`config.mk`:
```
export PLATFORM = sky130hd
export DESIGN_NAME = instr_fetch_unit
export DESIGN_NICKNAME = d
export VERILOG_FILES = /design/src/rtl/instr_fetch_unit_pkg.sv /design/src/rtl/instr_fetch_unit_fetch_pc_reg.sv /design/src/rtl/instr_fetch_unit.sv
export SDC_FILE = /design/constraint.sdc
export NUM_CORES = 1
export LEC_CHECK = 0
export BUFFER_PORTS_ARGS = -buffer_cell sky130_fd_sc_hd__buf_2
export CAP_MARGIN = 20
export CORE_ASPECT_RATIO = 0.75
export CORE_UTILIZATION = 29
export CTS_CLUSTER_SIZE = 30
export DETAILED_ROUTE_END_ITERATION = 8
export GPL_TIMING_DRIVEN = 1
export HOLD_SLACK_MARGIN = 0.06
export PLACE_DENSITY = 0.59
export SYNTH_ARGS = -nofsm -noshare
export SYNTH_HDL_FRONTEND = slang
export SYNTH_SLANG_ARGS = --single-unit
```
`constraint.sdc`:
```
create_clock -name clk -period 9.1 [get_ports clk]
set_input_delay 1.82 -clock clk [delete_from_list [all_inputs] [get_ports clk]]
set_output_delay 1.82 -clock clk [all_outputs]
set_load 0.005 [all_outputs]
```
`src/rtl/instr_fetch_unit_pkg.sv`:
```
// Shared definitions for the KGP-RISC fetch front end: opcode field, HALT encoding,
// default PC step and fetch FSM state encodings.
package instr_fetch_unit_pkg;

    localparam logic [5:0] OPC_HALT    = 6'b111111;
    localparam int         OPC_MSB     = 31;
    localparam int         OPC_LSB     = 26;
    localparam int         DEF_PC_STEP = 4;

    typedef enum logic [2:0] {
        ST_IDLE  = 3'd0,
        ST_FETCH = 3'd1,
        ST_HOLD  = 3'd2,
        ST_DRAIN = 3'd3,
        ST_HALT  = 3'd4
    } fetch_state_e;

endpackage

```
`src/rtl/instr_fetch_unit_fetch_pc_reg.sv`:
```
// Program counter register: reset load, sequential increment and word-aligned redirect load.
module fetch_pc_reg
    import instr_fetch_unit_pkg::*;
#(
    parameter int                ADDR_W   = 32,
    parameter logic [ADDR_W-1:0] RESET_PC = '0,
    parameter int                PC_STEP  = DEF_PC_STEP
) (
    input  logic              clk,
    input  logic              rst,
    input  logic              load_i,
    input  logic [ADDR_W-1:0] load_pc_i,
    input  logic              incr_i,
    output logic [ADDR_W-1:0] pc_o
);

    logic [ADDR_W-1:0] pc_q;
    logic [ADDR_W-1:0] pc_d;

    // Redirect wins over increment; low two bits are cleared so targets stay word aligned.
    always_comb begin
        pc_d = pc_q;
        if (load_i) begin
            pc_d = load_pc_i & ~ADDR_W'(2'b11);
        end else if (incr_i) begin
            pc_d = pc_q + ADDR_W'(PC_STEP);
        end
    end

    always_ff @(posedge clk) begin
        if (rst) begin
            pc_q <= RESET_PC;
        end else begin
            pc_q <= pc_d;
        end
    end

    assign pc_o = pc_q;

endmodule

```
`src/rtl/instr_fetch_unit.sv`:
```
// Fetch stage: owns the fetch FSM, instruction register and accept counter; requests words
// from imem over req/ack and presents them downstream over valid/ready.
module instr_fetch_unit
    import instr_fetch_unit_pkg::*;
#(
    parameter int                ADDR_W   = 32,
    parameter int                DATA_W   = 32,
    parameter logic [ADDR_W-1:0] RESET_PC = '0,
    parameter int                PC_STEP  = DEF_PC_STEP
) (
    input  logic              clk,
    input  logic              rst,
    output logic              imem_req,
    output logic [ADDR_W-1:0] imem_addr,
    input  logic              imem_ack,
    input  logic [DATA_W-1:0] imem_rdata,
    output logic              instr_valid,
    input  logic              instr_ready,
    output logic [DATA_W-1:0] instr,
    output logic [5:0]        opcode,
    output logic [ADDR_W-1:0] instr_pc,
    input  logic              redirect_valid,
    input  logic [ADDR_W-1:0] redirect_pc,
    output logic              halted,
    output logic [31:0]       fetch_count
);

    fetch_state_e      state_q, state_d;
    logic [DATA_W-1:0] ir_q, ir_d;
    logic [ADDR_W-1:0] ipc_q, ipc_d;
    logic [31:0]       cnt_q, cnt_d;
    logic [ADDR_W-1:0] drain_addr_q, drain_addr_d;
    logic [ADDR_W-1:0] pc;
    logic              pc_load;
    logic              pc_incr;

    fetch_pc_reg #(
        .ADDR_W   (ADDR_W),
        .RESET_PC (RESET_PC),
        .PC_STEP  (PC_STEP)
    ) u_pc (
        .clk       (clk),
        .rst       (rst),
        .load_i    (pc_load),
        .load_pc_i (redirect_pc),
        .incr_i    (pc_incr),
        .pc_o      (pc)
    );

    always_comb begin
        state_d      = state_q;
        ir_d         = ir_q;
        ipc_d        = ipc_q;
        cnt_d        = cnt_q;
        drain_addr_d = drain_addr_q;
        pc_load      = 1'b0;
        pc_incr      = 1'b0;
        unique case (state_q)
            ST_IDLE: begin
                pc_load = redirect_valid;
                state_d = ST_FETCH;
            end
            ST_FETCH: begin
                if (redirect_valid) begin
                    // A same-cycle ack completes the old request, so no drain is needed.
                    pc_load      = 1'b1;
                    drain_addr_d = pc;
                    state_d      = imem_ack ? ST_FETCH : ST_DRAIN;
                end else if (imem_ack) begin
                    ir_d    = imem_rdata;
                    ipc_d   = pc;
                    state_d = ST_HOLD;
                end
            end
            ST_HOLD: begin
                if (instr_ready) begin
                    cnt_d = cnt_q + 32'd1;
                end
                if (redirect_valid) begin
                    pc_load = 1'b1;
                    state_d = ST_FETCH;
                end else if (instr_ready) begin
                    if (ir_q[OPC_MSB:OPC_LSB] == OPC_HALT) begin
                        state_d = ST_HALT;
                    end else begin
                        pc_incr = 1'b1;
                        state_d = ST_FETCH;
                    end
                end
            end
            ST_DRAIN: begin
                pc_load = redirect_valid;
                if (imem_ack) begin
                    state_d = ST_FETCH;
                end
            end
            ST_HALT: begin
                if (redirect_valid) begin
                    pc_load = 1'b1;
                    state_d = ST_FETCH;
                end
            end
            default: state_d = ST_IDLE;
        endcase
    end

    always_ff @(posedge clk) begin
        if (rst) begin
            state_q <= ST_IDLE;
            ir_q    <= '0;
            ipc_q   <= '0;
            cnt_q   <= '0;
        end else begin
            state_q <= state_d;
            ir_q    <= ir_d;
            ipc_q   <= ipc_d;
            cnt_q   <= cnt_d;
        end
    end

    // Address of the abandoned request; only meaningful while draining.
    always_ff @(posedge clk) begin
        drain_addr_q <= drain_addr_d;
    end

    assign imem_req    = (state_q == ST_FETCH) || (state_q == ST_DRAIN);
    assign imem_addr   = (state_q == ST_FETCH) ? pc :
                         (state_q == ST_DRAIN) ? drain_addr_q : '0;
    assign instr_valid = (state_q == ST_HOLD);
    assign halted      = (state_q == ST_HALT);
    assign instr       = ir_q;
    assign opcode      = ir_q[OPC_MSB:OPC_LSB];
    assign instr_pc    = ipc_q;
    assign fetch_count = cnt_q;

endmodule

```
==> flow_results.org <==
** Outcome
- Outcome :: finished clean

** Clock tree
- Clock latency on the worst-skew pair, taken at its later pin, is 0.43 ns.
- Clock-pin slew was measured on the worst setup and hold paths at 0.07 ns.
- Buffers inserted to repair hold after CTS numbered 0.
- In this run the number of H-tree levels came out at 4.
- Clock tree from TritonCTS :: yes
- The number of setup buffers added after CTS is 0.
- Post-CTS repair changed the size of 0 cells.
- In this run the clock root is driven by a sky130_fd_sc_hd__clkbuf_16.
- The clock passes through at most 2 buffers.
- For this design, the sink count on the clock tree is 157.
- Number of buffers created by CTS :: 17

** Layout
- From synthesis to final layout, the design area changed by 25.4%.
- Once layout is done, the placed cells without fillers occupy about 8800 um^2.
- The final layout contains 1039 nets.
- The layout has around 2400 filler cells.
- Leaving out fill and tap cells, the most frequent cell in the layout is sky130_fd_sc_hd__buf_2.
- For this run, the number of standard cells in the final layout without fillers is approximately 1300.
- Most frequent cells in the layout :: 198 x sky130_fd_sc_hd__buf_2, 150 x sky130_fd_sc_hd__nand2_1, 126 x sky130_fd_sc_hd__dfxtp_1
- Layout cell share with drive strength beyond 1 :: 26.3%

** Global route
- Global route hottest layer :: met2
- Number of global-route vias before repair :: 5668
- The first global-routing pass estimated around 31000 um of wire.
- Met1 usage in global routing :: between 20% and 30%
- Overall overflow remaining after global route :: 0
- Met3 Resource Use GR :: 5.84%
- Entering global routing, the biggest net connects around 70 pins.
- The initial antenna violation count is 5.
- For this run, the total global-route usage over all layers was measured as 16.3%.
- Met2 track demand over resource :: ~25%

** Critical path
- The worst setup path is captured at an output port.
- Setup Crit Path Kind :: reg -> out
- Worst endpoint required time :: 7.28 ns
- In this run the worst path has a maximum fanout of 25.
- Data arrival time at the worst-slack endpoint :: 2.07 ns
- Startpoint class of the critical path :: register

** STA
- At the pin with the least slew margin, the transition time is 0.800 ns.
- Tcrit/Tclk final :: 42.8%
- Setup violations remaining at the end of the flow were counted as 0.
- The clock arrives with 0.0126 ns of skew.
- Adding up every negative setup slack in the final design gives 0 ns.
- The total count of hold-check failures in the final report was 0.
- Unrepaired setup endpoints after global routing :: false
- The worst path needs 3.89 ns of the cycle, external delays included.
- Pins Over Slew Limit :: 0
- Measured against its own limit, the worst slew margin works out to 46.7%.
- Based on the critical path, the design can be clocked at up to 257 MHz.

** Pwr
- Combinational share of power :: just over 7%
- Summed over all nets, the switching power comes to 0.000389 W.
- Pleak :: 3.49 nW
- Power share of the clock group :: 46.0%
- Net switching share of the total power :: approximately a quarter
- For this design the ratio of total power to cell area is between 150 and 200 nW/um^2.
- Maximum resistive drop on vdd :: around 0.12 mV
- The share of total power dissipated in sequential elements is 46.8%.
- Internal power contribution :: ~0.0012 W

** Synthesis
- The netlist uses 59 different library cells.
- #FFs+latches synth :: 157
- Proportion of register bits with asynchronous set or reset after synthesis :: 0%
- Counting every instance in the synthesized netlist gives 803.
- The Yosys step of the flow raised 0 warnings.
- After synthesis, the mean cell area works out to 8.70 um^2.
- In the synthesized netlist the dominant register cell turns out to be sky130_fd_sc_hd__dfxtp_1.
- After synthesis the cells add up to around 7000 um^2.
- Portion of the post-synthesis area used by sequential elements :: 49.3%
- Count of flip-flops with a built-in enable after synthesis :: 30

** Detailed routing
- 1st-iter DRT viols :: just over 300
- The final route contains about 6200 vias.
- Antenna-violating nets left :: 0
- Vias per Instance :: 4.80
- After detailed routing, the number of remaining DRC violations is 0.
- Before antenna repair, the detailed router went through 4 iterations.
- WL final :: 19800 um
- Average wire per cell in the routed design :: 15.4 um

** Place
- Post-detailed-placement cell area :: 8130 um^2
- Including well taps, the total number of placed cells is 1248.
- Summed over all nets, the half-perimeter wirelength after detailed placement is 13600 um.
- During placement, the flow inserted port buffers numbering 199.
- Global placement routability congestion :: 0.756

** Die
- In this run the count of I/O pins placed on the die edge is ~210.
- The floorplan has 48 rows.
- The die is 136 um tall.
- Die outline area :: between 20000 and 25000 um^2
- Initial Utilization :: between 20 and 30%
- Placeable core region :: 23300 um^2
- The die is 181 um wide.

** Flow run
- Max-cap violations in this run came to 0.

** Hold path
- The path class of the tightest hold or removal check is reg -> reg.
## cells in the mapped netlist, drive strengths merged, types with 3 or more instances
| library cell | n | area share (%) |
|---|---|---|
| nand3 | 27 | 2.0 |
| a21oi | 73 | 5.2 |
| dfxtp | 127 | 36 |
| inv | 15 | 0.81 |
| a311oi | 3 | 0.38 |
| or2 | 3 | 0.27 |
| xnor2 | 27 | 3.4 |
| nand2 | 151 | 8.1 |
| o22ai | 3 | 0.27 |
| xor2 | 10 | 1.3 |
| and3 | 10 | 0.91 |
| nor3 | 23 | 1.9 |
| mux2i | 35 | 5.0 |
| and4 | 6 | 0.75 |
| edfxtp | 30 | 13 |
| nand4 | 19 | 1.8 |
| or3 | 5 | 0.45 |
| o21ai | 14 | 1.0 |
| a211oi | 14 | 1.5 |
| nor4 | 13 | 1.6 |
| nor2b | 4 | 0.36 |
| nor2 | 92 | 5.0 |
| nor3b | 3 | 0.32 |
| clkbuf | 43 | 2.3 |
| buf | 21 | 2.0 |
| a2111oi | 3 | 0.38 |
| and2 | 6 | 0.54 |
## power by group through the flow
| stage | Combinational [W] | Clock [W] | Sequential [W] |
|---|---|---|---|
| after floorplan | 0.0000743 | 0 | 0.000766 |
| after global routing | 0.000132 | 0.000793 | 0.000765 |
| after detailed placement | 0.000119 | 0 | 0.000776 |
| final | 0.000117 | 0.000748 | 0.000761 |
| after CTS | 0.000119 | 0.000767 | 0.000761 |
| after global placement | 0.000118 | 0 | 0.000775 |
## layer usage
layer | wire length (um) | share of wire, %
met4 | 150 | 0.76
met2 | 8490 | 43
met1 | 9680 | 49
met5 | 20 | 0.10
met3 | 1460 | 7.3
## state kept, by name, summed over array words and instances (netlist names)
signal	cells
drain_addr_q	30
fetch_count	32
instr	32
instr_pc	30
state_q	3
u_pc.pc_o	30
## final cells by class
class	count	area, um^2	share of cell area, %
diodes	3	7.51	0.0857
clock inverters	10	135	1.54
multi-input cells	569	3200	36.5
well taps	300	375	4.29
inverters	16	60.1	0.686
clock buffers	22	475	5.43
flip-flops and latches	157	3440	39.3
repair buffers	207	1060	12.1
## final timing paths
check	start	endpoint	slack, ns	depth (start not counted)
max	state_q[1]	imem_addr[27]	5.21	4
min	instr_pc[9]	instr_pc[9]	0.45	2
max reg2reg	state_q[1]	fetch_count[29]	5.82	6
min reg2reg	instr_pc[9]	instr_pc[9]	0.45	2
## worst max-delay path: stages (launching register included)
cell	delay [ns]
sky130_fd_sc_hd__dfxtp_2	0.66
sky130_fd_sc_hd__buf_4	0.47
sky130_fd_sc_hd__mux2i_1	0.25
sky130_fd_sc_hd__nor2_1	0.07
sky130_fd_sc_hd__buf_2	0.16
## stage by stage
step,total power (W),hold slack (ns),setup slack [ns],util (%)
final,0.00163,0.450,5.21,37.6
after global routing,0.00169,0.466,5.10,37.6
after CTS,0.00165,0.452,5.17,37.5
after detailed placement,0.000895,0.444,5.03,34.9
after global placement,0.000893,0.438,5.04,34.9
after floorplan,0.000840,0.403,4.62,-
## kinds of logic after synthesis
group	share of synthesized area [%]
buffers and inverters	5.20
muxes	5.18
and+or+nand+nor	24.5
xor gates and xnor gates	4.64
other	0.0537
adders and majority gates	0.358
DFF	49.3
AOI/OAI and AO/OA	10.8
Note: power is estimated with default switching activity, not from simulation.
